**src/rtl/wb_init_master_if.sv**
```systemverilog
// Command, data-stream, status and Wishbone signal bundle for wb_init_master.
interface wb_init_master_if;
  localparam int unsigned AW = 32;
  localparam int unsigned DW = 32;
  localparam int unsigned SW = 4;
  localparam int unsigned LW = 8;

  logic          cmd_valid;
  logic          cmd_ready;
  logic          cmd_we;
  logic [AW-1:0] cmd_addr;
  logic [SW-1:0] cmd_sel;
  logic [LW-1:0] cmd_len;
  logic [DW-1:0] wr_data;
  logic          wr_valid;
  logic          wr_ready;
  logic [DW-1:0] rd_data;
  logic          rd_valid;
  logic          done;
  logic          err;
  logic          wb_cyc_o;
  logic          wb_stb_o;
  logic          wb_we_o;
  logic [AW-1:0] wb_adr_o;
  logic [SW-1:0] wb_sel_o;
  logic [DW-1:0] wb_dat_o;
  logic [DW-1:0] wb_dat_i;
  logic          wb_ack_i;
  logic          wb_err_i;

  modport master (
    input  cmd_valid, cmd_we, cmd_addr, cmd_sel, cmd_len, wr_data, wr_valid,
           wb_dat_i, wb_ack_i, wb_err_i,
    output cmd_ready, wr_ready, rd_data, rd_valid, done, err,
           wb_cyc_o, wb_stb_o, wb_we_o, wb_adr_o, wb_sel_o, wb_dat_o
  );

  modport slave (
    output cmd_valid, cmd_we, cmd_addr, cmd_sel, cmd_len, wr_data, wr_valid,
           wb_dat_i, wb_ack_i, wb_err_i,
    input  cmd_ready, wr_ready, rd_data, rd_valid, done, err,
           wb_cyc_o, wb_stb_o, wb_we_o, wb_adr_o, wb_sel_o, wb_dat_o
  );
endinterface

```
**src/rtl/wb_init_master.sv**
```systemverilog
// Burst Wishbone initiator: one command -> 1..256 incrementing beats, done/err status.
// Optional per-beat ack timeout enabled by defining WB_INIT_MASTER_TIMEOUT_EN.
module wb_init_master #(
  parameter int unsigned TIMEOUT_CYC = 1024
) (
  input  logic              wb_clk_i,
  input  logic              wb_resetn,
  wb_init_master_if.master  bus
);
  localparam int unsigned AW = 32;
  localparam int unsigned DW = 32;
  localparam int unsigned SW = 4;
  localparam int unsigned CW = 9;

  if (TIMEOUT_CYC < 2 || TIMEOUT_CYC > 65535) begin : g_bad_timeout
    $error("wb_init_master: TIMEOUT_CYC must be within 2..65535");
  end

  typedef enum logic [1:0] {ST_IDLE, ST_WDAT, ST_BUS, ST_FIN} state_t;

  state_t        r_state,     w_state_nx;
  logic          r_cmd_ready, w_cmd_ready_nx;
  logic          r_wr_ready,  w_wr_ready_nx;
  logic          r_rd_valid,  w_rd_valid_nx;
  logic          r_done,      w_done_nx;
  logic          r_err,       w_err_nx;
  logic          r_cyc,       w_cyc_nx;
  logic          r_stb,       w_stb_nx;
  logic          r_we,        w_we_nx;
  logic [AW-1:0] r_adr,       w_adr_nx;
  logic [SW-1:0] r_sel,       w_sel_nx;
  logic [DW-1:0] r_dat_o,     w_dat_o_nx;
  logic [DW-1:0] r_rd_data,   w_rd_data_nx;
  logic [CW-1:0] r_beats,     w_beats_nx;

  logic w_ack;
  logic w_abort;
  logic w_last;
  logic w_timeout;

  // Responses only count while stb is high; err wins over a simultaneous ack.
  assign w_abort = r_stb & bus.wb_err_i;
  assign w_ack   = r_stb & bus.wb_ack_i & ~bus.wb_err_i;
  assign w_last  = (r_beats == CW'(1));

`ifdef WB_INIT_MASTER_TIMEOUT_EN
  localparam int unsigned TW = 16;
  logic [TW-1:0] r_to_cnt;

  // Cycles stb has waited in the current beat; restarts on stb rise and on every ack.
  always_ff @(posedge wb_clk_i or negedge wb_resetn) begin
    if (!wb_resetn) begin
      r_to_cnt <= '0;
    end else if (r_stb && w_stb_nx && !w_ack) begin
      r_to_cnt <= r_to_cnt + TW'(1);
    end else begin
      r_to_cnt <= '0;
    end
  end

  assign w_timeout = r_stb && (r_to_cnt == TW'(TIMEOUT_CYC - 1));
`else
  assign w_timeout = 1'b0;
`endif

  // State and registered outputs.
  always_ff @(posedge wb_clk_i or negedge wb_resetn) begin
    if (!wb_resetn) begin
      r_state     <= ST_IDLE;
      r_cmd_ready <= 1'b0;
      r_wr_ready  <= 1'b0;
      r_rd_valid  <= 1'b0;
      r_done      <= 1'b0;
      r_err       <= 1'b0;
      r_cyc       <= 1'b0;
      r_stb       <= 1'b0;
      r_we        <= 1'b0;
      r_adr       <= '0;
      r_sel       <= '0;
      r_dat_o     <= '0;
      r_rd_data   <= '0;
      r_beats     <= '0;
    end else begin
      r_state     <= w_state_nx;
      r_cmd_ready <= w_cmd_ready_nx;
      r_wr_ready  <= w_wr_ready_nx;
      r_rd_valid  <= w_rd_valid_nx;
      r_done      <= w_done_nx;
      r_err       <= w_err_nx;
      r_cyc       <= w_cyc_nx;
      r_stb       <= w_stb_nx;
      r_we        <= w_we_nx;
      r_adr       <= w_adr_nx;
      r_sel       <= w_sel_nx;
      r_dat_o     <= w_dat_o_nx;
      r_rd_data   <= w_rd_data_nx;
      r_beats     <= w_beats_nx;
    end
  end

  // Next state and next output values.
  always_comb begin
    w_state_nx    = r_state;
    w_cyc_nx      = r_cyc;
    w_stb_nx      = r_stb;
    w_we_nx       = r_we;
    w_adr_nx      = r_adr;
    w_sel_nx      = r_sel;
    w_dat_o_nx    = r_dat_o;
    w_rd_data_nx  = r_rd_data;
    w_beats_nx    = r_beats;
    w_rd_valid_nx = 1'b0;
    w_done_nx     = 1'b0;
    w_err_nx      = 1'b0;

    case (r_state)
      ST_IDLE: begin
        if (bus.cmd_valid && r_cmd_ready) begin
          w_we_nx    = bus.cmd_we;
          w_adr_nx   = bus.cmd_addr;
          w_sel_nx   = bus.cmd_sel;
          w_beats_nx = CW'(bus.cmd_len) + CW'(1);
          if (bus.cmd_we) begin
            w_state_nx = ST_WDAT;
          end else begin
            w_state_nx = ST_BUS;
            w_cyc_nx   = 1'b1;
            w_stb_nx   = 1'b1;
          end
        end
      end

      ST_WDAT: begin
        if (bus.wr_valid && r_wr_ready) begin
          w_dat_o_nx = bus.wr_data;
          w_state_nx = ST_BUS;
          w_cyc_nx   = 1'b1;
          w_stb_nx   = 1'b1;
        end
      end

      ST_BUS: begin
        if (w_abort || w_timeout) begin
          w_state_nx = ST_IDLE;
          w_cyc_nx   = 1'b0;
          w_stb_nx   = 1'b0;
          w_we_nx    = 1'b0;
          w_err_nx   = 1'b1;
        end else if (w_ack) begin
          w_adr_nx   = r_adr + AW'(4);
          w_beats_nx = r_beats - CW'(1);
          if (!r_we) begin
            w_rd_data_nx  = bus.wb_dat_i;
            w_rd_valid_nx = 1'b1;
          end
          if (w_last) begin
            w_state_nx = ST_FIN;
            w_cyc_nx   = 1'b0;
            w_stb_nx   = 1'b0;
            w_we_nx    = 1'b0;
            w_done_nx  = 1'b1;
          end else if (r_we) begin
            // Keep the cycle open while the next write word is fetched.
            w_state_nx = ST_WDAT;
            w_stb_nx   = 1'b0;
          end
        end
      end

      ST_FIN: begin
        w_state_nx = ST_IDLE;
      end

      default: begin
        w_state_nx = ST_IDLE;
      end
    endcase

    w_cmd_ready_nx = (w_state_nx == ST_IDLE);
    w_wr_ready_nx  = (w_state_nx == ST_WDAT);
  end

  assign bus.cmd_ready = r_cmd_ready;
  assign bus.wr_ready  = r_wr_ready;
  assign bus.rd_valid  = r_rd_valid;
  assign bus.rd_data   = r_rd_data;
  assign bus.done      = r_done;
  assign bus.err       = r_err;
  assign bus.wb_cyc_o  = r_cyc;
  assign bus.wb_stb_o  = r_stb;
  assign bus.wb_we_o   = r_we;
  assign bus.wb_adr_o  = r_adr;
  assign bus.wb_sel_o  = r_sel;
  assign bus.wb_dat_o  = r_dat_o;
endmodule

```
**src/flat_wrapper.sv**
```systemverilog
// flat-port wrapper written by rule: the top's interface ports become plain ports
module wb_init_master_flat 
#(
  parameter int unsigned TIMEOUT_CYC = 1024
)
  (wb_clk_i, wb_resetn, bus_cmd_valid, bus_cmd_we, bus_cmd_addr, bus_cmd_sel, bus_cmd_len, bus_wr_data, bus_wr_valid, bus_wb_dat_i, bus_wb_ack_i, bus_wb_err_i, bus_cmd_ready, bus_wr_ready, bus_rd_data, bus_rd_valid, bus_done, bus_err, bus_wb_cyc_o, bus_wb_stb_o, bus_wb_we_o, bus_wb_adr_o, bus_wb_sel_o, bus_wb_dat_o);
  wb_init_master_if bus_i ();
  input  logic wb_clk_i;
  input  logic wb_resetn;
  input wire logic [$bits(bus_i.cmd_valid)-1:0] bus_cmd_valid;
  input wire logic [$bits(bus_i.cmd_we)-1:0] bus_cmd_we;
  input wire logic [$bits(bus_i.cmd_addr)-1:0] bus_cmd_addr;
  input wire logic [$bits(bus_i.cmd_sel)-1:0] bus_cmd_sel;
  input wire logic [$bits(bus_i.cmd_len)-1:0] bus_cmd_len;
  input wire logic [$bits(bus_i.wr_data)-1:0] bus_wr_data;
  input wire logic [$bits(bus_i.wr_valid)-1:0] bus_wr_valid;
  input wire logic [$bits(bus_i.wb_dat_i)-1:0] bus_wb_dat_i;
  input wire logic [$bits(bus_i.wb_ack_i)-1:0] bus_wb_ack_i;
  input wire logic [$bits(bus_i.wb_err_i)-1:0] bus_wb_err_i;
  output wire logic [$bits(bus_i.cmd_ready)-1:0] bus_cmd_ready;
  output wire logic [$bits(bus_i.wr_ready)-1:0] bus_wr_ready;
  output wire logic [$bits(bus_i.rd_data)-1:0] bus_rd_data;
  output wire logic [$bits(bus_i.rd_valid)-1:0] bus_rd_valid;
  output wire logic [$bits(bus_i.done)-1:0] bus_done;
  output wire logic [$bits(bus_i.err)-1:0] bus_err;
  output wire logic [$bits(bus_i.wb_cyc_o)-1:0] bus_wb_cyc_o;
  output wire logic [$bits(bus_i.wb_stb_o)-1:0] bus_wb_stb_o;
  output wire logic [$bits(bus_i.wb_we_o)-1:0] bus_wb_we_o;
  output wire logic [$bits(bus_i.wb_adr_o)-1:0] bus_wb_adr_o;
  output wire logic [$bits(bus_i.wb_sel_o)-1:0] bus_wb_sel_o;
  output wire logic [$bits(bus_i.wb_dat_o)-1:0] bus_wb_dat_o;
  assign bus_i.cmd_valid = bus_cmd_valid;
  assign bus_i.cmd_we = bus_cmd_we;
  assign bus_i.cmd_addr = bus_cmd_addr;
  assign bus_i.cmd_sel = bus_cmd_sel;
  assign bus_i.cmd_len = bus_cmd_len;
  assign bus_i.wr_data = bus_wr_data;
  assign bus_i.wr_valid = bus_wr_valid;
  assign bus_i.wb_dat_i = bus_wb_dat_i;
  assign bus_i.wb_ack_i = bus_wb_ack_i;
  assign bus_i.wb_err_i = bus_wb_err_i;
  assign bus_cmd_ready = bus_i.cmd_ready;
  assign bus_wr_ready = bus_i.wr_ready;
  assign bus_rd_data = bus_i.rd_data;
  assign bus_rd_valid = bus_i.rd_valid;
  assign bus_done = bus_i.done;
  assign bus_err = bus_i.err;
  assign bus_wb_cyc_o = bus_i.wb_cyc_o;
  assign bus_wb_stb_o = bus_i.wb_stb_o;
  assign bus_wb_we_o = bus_i.wb_we_o;
  assign bus_wb_adr_o = bus_i.wb_adr_o;
  assign bus_wb_sel_o = bus_i.wb_sel_o;
  assign bus_wb_dat_o = bus_i.wb_dat_o;
  wb_init_master #(.TIMEOUT_CYC(TIMEOUT_CYC)) u_core (.wb_clk_i(wb_clk_i), .wb_resetn(wb_resetn), .bus(bus_i));
endmodule
```
**config.mk**
```make
export PLATFORM = sky130hd
export DESIGN_NAME = wb_init_master_flat
export DESIGN_NICKNAME = d
export VERILOG_FILES = /design/src/rtl/wb_init_master_if.sv /design/src/rtl/wb_init_master.sv /design/src/flat_wrapper.sv
export SDC_FILE = /design/constraint.sdc
export NUM_CORES = 1
export LEC_CHECK = 0
export BUFFER_PORTS_ARGS = -buffer_cell sky130_fd_sc_hd__buf_2
export CAP_MARGIN = 20
export CELL_PAD_IN_SITES_DETAIL_PLACEMENT = 1
export CELL_PAD_IN_SITES_GLOBAL_PLACEMENT = 1
export CORE_MARGIN = 4
export CORE_UTILIZATION = 28
export DETAILED_ROUTE_END_ITERATION = 7
export PLACE_DENSITY = 0.65
export RECOVER_POWER = 25
export SETUP_SLACK_MARGIN = 0.05
export SYNTH_ARGS = -nofsm -noshare
export SYNTH_HDL_FRONTEND = slang
export SYNTH_SLANG_ARGS = --single-unit
```
**constraint.sdc**
```tcl
create_clock -name wb_clk_i -period 2.6 [get_ports wb_clk_i]
set_clock_uncertainty 0.15 [all_clocks]
set_input_delay 0.78 -clock wb_clk_i [delete_from_list [all_inputs] [get_ports wb_clk_i]]
set_output_delay 0.78 -clock wb_clk_i [all_outputs]
set_load 0.005 [all_outputs]
```
==> results.yml, run 1 <==
floorplan:
  die_width_um: 151.9
  die_h_um: 151.9
  ioPinCount: 223
  rows: 52
  dieArea_mm2: 0.02308
  start_util: 0.2857
  fp.coreArea_mm2: 0.02030
placement:
  place_ws_ps: 190.1
  globalplace.congestion: 0.7544
  post-dp-hpwl_um: 13220
  place_area_mm2: 0.007289
  port_buffers: 222
timing:
  finalSetupTns_ps: 0
  drv_slew: 0
  fin_ws_ps: 190.4
  fmax_ghz: 0.4150
  min_period_over_period: 0.9268
  worst_pin_slew_ps: 955.7
  hold_viol_final: 0
  final-setup-viol-count: 0
  period_minus_slack_ps: 2410
  rsz0062_at_grt: "no"
  hold_ws_ps: 325.9
  slew_headroom: 0.3629
synthesis:
  synthTopCellsByArea: "dfrtp_1 51%, mux2_2 13%, nand2_1 3.5%, mux2i_1 2.8%, a21oi_1 2.5%"
  syn_nets: 647
  yosys_warnings: 0
  synth_area_mm2: 0.005801
  synth_seq_area_share: 0.5134
  synth_seq_cells: 119
  synthCells: 525
  async_flop_share: 1.000
  syn_avg_cell_area_um2: 11.05
  synth_edf_count: 0
  synth-simple-area-share: 0.1525
  yosysTopAreaCell: "dfrtp_1"
  synth_top_family_by_area: "multiplexers"
  synth-main-ff-cell: "dfrtp_1"
  ys_types: 64
  synthAdderAreaFrac: 0.01510
  yosysMostFrequentCell: "dfrtp_1"
  muxShareOfSynthArea: 0.1538
  synth-xor-area-share: 0.009060
  synth-compound-area-share: 0.1264
  yosysTopAreaCellShare: 0.5134
  synth_common_cells: "119 x dfrtp_1, 65 x mux2_2, 54 x nand2_1"
detailed_routing:
  totalWireLength_um: 17910
  vias: 4929
  dr.pass1.iters: 4
  final_antenna_net_count: 0
  viasPerCell: 4.739
  route.detailed.drc: 0
  dr.first_iter.drc_count: 179
  wl_per_cell_um: 17.22
global_route:
  grt.total_usage: 0.1541
  grt_pass1_wl_um: 28840
  antenna_found_initial: 2
  grt_max_degree: 44
  overflow: 0
  grt_pass1_vias: 5161
power_and_ir_drop:
  p_clk_frac: 0.253
  pwr_density_cell_mw_per_mm2: 1175
  p_int_mw: 5.678
  ir_drop_mv: 0.4741
  power_frac_seq: 0.352
  p_sw_frac: 0.3856
  combinationalPowerShare: 0.395
  p_sw_mw: 3.563
  p_leak_nw: 3.915
worst_hold_path:
  hold_path.class: "reg -> reg"
worst_setup_path:
  crit_path_max_incr_delay_ps: 410
  cp-end-kind: "flip-flop"
  crit_path_cell_trace: "inv_1 -> ha_1 -> and3_1 -> buf_4 -> nand2_1 -> o22ai_1 -> a21oi_1"
  critPathLaunchType: "flip-flop"
  slowest_stage: "dfrtp_1"
  path_delay_family: "simple AND/OR/NAND/NOR gates"
  path_buf_inv: 2
  worstPathRequired_ps: 2730
  crit_fanout: 12
  cp.arrival_ps: 2540
  crit_type: "reg -> reg"
clock_tree:
  cts_made_buffers: 17
  cts_tree: "built"
  cts_buffer_depth: 2
  post-cts-setup-buffers: 0
  cts-resized-gates: 0
  root_buffer: "clkbuf_16"
  hold_buffers: 0
  htreeDepth: 4
  insertion_delay_ps: 410
  cts.reportedPaths.clkPinSlew_ps: 60
  cts_num_sinks: 119
final_layout:
  nets: 878
  syn2layout_area_growth_pct: 35.59
  fin_area_mm2: 0.007865
  drive_above_1_share: 0.4616
run:
  drv_cap: 0
outcome:
  status: "completed"
cell usage in the layout (no fill, tap or decap), types with 4 or more instances in the layout:
cell	instances
clkbuf_16	17
ha_1	6
nand3_1	19
a22oi_1	14
o22ai_1	14
inv_6	6
buf_2	221
nor2_1	32
a21oi_1	29
nand4_1	10
buf_4	11
dfrtp_1	119
and3_1	10
mux2_2	65
o21ai_0	27
nand2_1	54
mux2i_1	16
xnor2_1	4
nor3_1	9
inv_1	11
cell families (layout without fill, tap and decap cells):
family	Yosys count	count (layout)
compound gates	111	111
simple gates	164	164
other cells	0	1
xor+xnor	6	6
flops	119	119
mux	81	81
fa+ha+maj	7	7
buf+inv	37	281
state kept, by name, indices dropped and copies added (netlist names):
signal,count
u_core.bus.cmd_ready,1
u_core.bus.wb_cyc_o,1
u_core.bus.wb_adr_o,32
u_core.r_beats,9
u_core.bus.wb_stb_o,1
u_core.bus.wr_ready,1
u_core.bus.rd_valid,1
u_core.bus.err,1
u_core.bus.wb_dat_o,32
u_core.bus.rd_data,32
u_core.bus.done,1
u_core.bus.wb_we_o,1
u_core.bus.wb_sel_o,4
u_core.r_state,2
power by group through the flow:
stage	logic, mW	registers (mW)	clock network [mW]
4_1_cts	3.74	3.26	2.41
3_3_place_gp	3.65	3.26	0
3_5_place_dp	3.73	3.28	0
2_1_floorplan	2.19	3.22	0
5_1_grt	4.10	3.39	2.50
6_report	3.65	3.26	2.34
per-stage QoR:
step / power (mW) / cells / util
after global placement: 6.914 / 1007 / 0.3591
after global routing: 9.985 / 1040 / 0.3875
after CTS: 9.410 / 1039 / 0.3881
final: 9.241 / 1040 / 0.3875
after floorplan: 5.417 / 525 / -
after detailed placement: 7.009 / 1007 / 0.3591
path summary, 6_finish.rpt:
kind | from | end | slack, ps | cells after the start
max | u_core.r_state[1] | u_core.bus.wb_adr_o[28] | 190 | 7
min | u_core.bus.wb_sel_o[1] | u_core.bus.wb_sel_o[1] | 330 | 2
max reg2reg | u_core.r_state[1] | u_core.bus.wb_adr_o[28] | 190 | 7
min reg2reg | u_core.bus.wb_sel_o[1] | u_core.bus.wb_sel_o[1] | 330 | 2
max in group asynchronous | wb_resetn | u_core.bus.wb_sel_o[3] | 700 | 2
min in group asynchronous | wb_resetn | u_core.bus.wb_dat_o[18] | 340 | 1
worst min-delay path: stages, from the launching register on:
cell and delay [ps]:
dfrtp_1 340, nand2_1 50, nand2_1 50
metal layers:
metal / part of all wire / GRT usage / vias up
li1: - / - / 2379
met1: 0.44 / 0.1952 / 2411
met2: 0.50 / 0.2623 / 115
met3: 0.038 / 0.03498 / 22
met4: 0.015 / 0.04837 / 2
met5: 0.0011 / 0 / -
layout make-up:
type | instances | area, µm²
Timing Repair Buffer | 237 | 1261
Clock inverter | 13 | 135.1
Fill cell | 2369 | 12430
Antenna cell | 1 | 2.502
Multi-Input combinational cell | 369 | 2653
Tap cell | 270 | 337.8
Clock buffer | 19 | 452.9
Sequential cell | 119 | 2978
Inverter | 12 | 45.04
No activity file was read; power rests on OpenSTA's default activity.
==> inputs of run 2 (changes only) <==
--- a/config.mk
+++ b/config.mk
@@ -10,9 +10,9 @@
 export CELL_PAD_IN_SITES_DETAIL_PLACEMENT = 1
 export CELL_PAD_IN_SITES_GLOBAL_PLACEMENT = 1
 export CORE_MARGIN = 4
-export CORE_UTILIZATION = 28
+export CORE_UTILIZATION = 37
 export DETAILED_ROUTE_END_ITERATION = 7
-export PLACE_DENSITY = 0.65
+export PLACE_DENSITY = 0.82
 export RECOVER_POWER = 25
 export SETUP_SLACK_MARGIN = 0.05
 export SYNTH_ARGS = -nofsm -noshare
==> results.yml, run 2 (synthesized netlist as in run 1, its figures left out) <==
outcome:
  status: "finished with violations"
  violations: "capacitance limit, slew limit"
timing:
  finalSetupTns_ps: 0
  fin_ws_ps: 255.7
  min_period_over_period: 0.9017
  hold_viol_final: 0
  slew_headroom: -0.1533
  worst_pin_slew_ps: 1730
  rsz0062_at_grt: "no"
  final-setup-viol-count: 0
  drv_slew: 26
  period_minus_slack_ps: 2344
  fmax_ghz: 0.4266
detailed_routing:
  vias: 5247
  wl_per_cell_um: 20.29
  viasPerCell: 5.338
  route.detailed.drc: 0
  final_antenna_net_count: 0
  dr.pass1.iters: 6
  totalWireLength_um: 19940
  dr.first_iter.drc_count: 303
clock_tree:
  hold_buffers: 0
  root_buffer: "clkbuf_16"
  cts_num_sinks: 119
  cts.reportedPaths.clkPinSlew_ps: 60
  cts_made_buffers: 17
  cts_buffer_depth: 2
  htreeDepth: 4
  post-cts-setup-buffers: 0
  insertion_delay_ps: 420
  cts-resized-gates: 0
  cts_tree: "built"
floorplan:
  die_width_um: 133.2
  start_util: 0.3802
  fp.coreArea_mm2: 0.01526
  rows: 45
  ioPinCount: 223
  die_h_um: 133.2
  dieArea_mm2: 0.01774
worst_setup_path:
  critPathLaunchType: "flip-flop"
  crit_fanout: 16
  crit_type: "reg -> reg"
  cp.arrival_ps: 2470
  worstPathRequired_ps: 2720
  crit_path_cell_trace: "inv_1 -> ha_1 -> and3_1 -> a2bb2oi_4 -> buf_4 -> nand2_1 -> mux2i_1 -> a21oi_1"
  cp-end-kind: "flip-flop"
  slowest_stage: "dfrtp_1"
  path_buf_inv: 2
  crit_path_max_incr_delay_ps: 430
  path_delay_family: "compound AO/OA/AOI/OAI gates"
final_layout:
  syn2layout_area_growth_pct: 35.79
  seq_area_mm2: 0.002978
  multi_input_area_mm2: 0.002653
  n_antenna_cell: 0
  nets: 881
  final_cell_mix: "221 x buf_2, 119 x dfrtp_1, 65 x mux2_2, 54 x nand2_1, 32 x nor2_1"
  fillers: 1743
  final_common_cell: "buf_2"
  final_core_util: 0.5162
  drive_above_1_share: 0.4624
placement:
  globalplace.congestion: 0.8368
  place_ws_ps: 136.4
  post-dp-hpwl_um: 14570
  port_buffers: 222
run:
  drv_cap: 1
global_route:
  grt.total_usage: 0.2258
  grt_pass1_wl_um: 31680
  overflow: 0
  grt_max_degree: 45
  grt_pass1_vias: 5962
  antenna_found_initial: 0
power_and_ir_drop:
  pwr_density_cell_mw_per_mm2: 1216
  ir_drop_mv: 0.5648
  p_leak_nw: 3.958
worst_hold_path:
  hold_path.class: "reg -> reg"
-- run 2: cell types whose count changed in the layout (fill, tap and decap cells not counted), sizes merged --
cell,previous run,this run
buf,235,239
clkbuf,21,18
bufinv,1,3
clkinv,3,4
diode,1,0
inv,19,18
-- run 2: power by group --
| part | switching, mW | internal, mW |
|---|---|---|
| Clock | 0.946 | 1.53 |
| Combinational | 2.05 | 1.74 |
| Sequential | 0.746 | 2.57 |
-- run 2: path summary, 6_finish.rpt --
path	from	endpoint	slack, ps	cells after the start
worst max-delay path	u_core.r_state[0]	u_core.bus.wb_adr_o[31]	260	8
worst min-delay path	u_core.bus.wb_sel_o[2]	u_core.bus.wb_sel_o[2]	350	2
worst max register to register	u_core.r_state[0]	u_core.bus.wb_adr_o[31]	260	8
worst min register to register	u_core.bus.wb_sel_o[2]	u_core.bus.wb_sel_o[2]	350	2
max in group asynchronous	wb_resetn	u_core.r_beats[6]	570	2
min in group asynchronous	wb_resetn	u_core.bus.rd_data[19]	660	1
-- run 2: tightest hold or removal path: stages, from the launching register on --
cell and delay, ps:
dfrtp_1 350, nand2_1 50, nand2_1 60
-- run 2: final cells by class --
cell class	count	share of cell area
flip-flops and latches	119	0.3781
multi-input cells	369	0.3368
repair buffers	240	0.1676
clock buffers	17	0.05401
well taps	211	0.03352
clock inverters	15	0.02431
inverters	12	0.005719
-- run 2: layer usage --
| metal | up-vias | global-route usage | wire length [µm] | part of all wire |
|---|---|---|---|---|
| met1 | 2644 | 0.2491 | 7612 | 0.38 |
| met2 | 172 | 0.4142 | 10800 | 0.54 |
| met5 | - | 0 | 0 | 0 |
| li1 | 2385 | - | - | - |
| met3 | 46 | 0.05627 | 840 | 0.042 |
| met4 | 0 | 0.09200 | 696 | 0.035 |
-- run 2: stage by stage --
stage	instance area [µm²]	hold WS (ps)	power, mW	std cells
2_1_floorplan	5801	319.7	5.417	525
3_3_place_gp	7263	311.4	6.771	951
3_5_place_dp	7263	325.0	7.091	951
4_1_cts	7880	137.5	9.658	983
5_1_grt	7876	362.0	10.22	983
6_report	7876	348.6	9.577	983
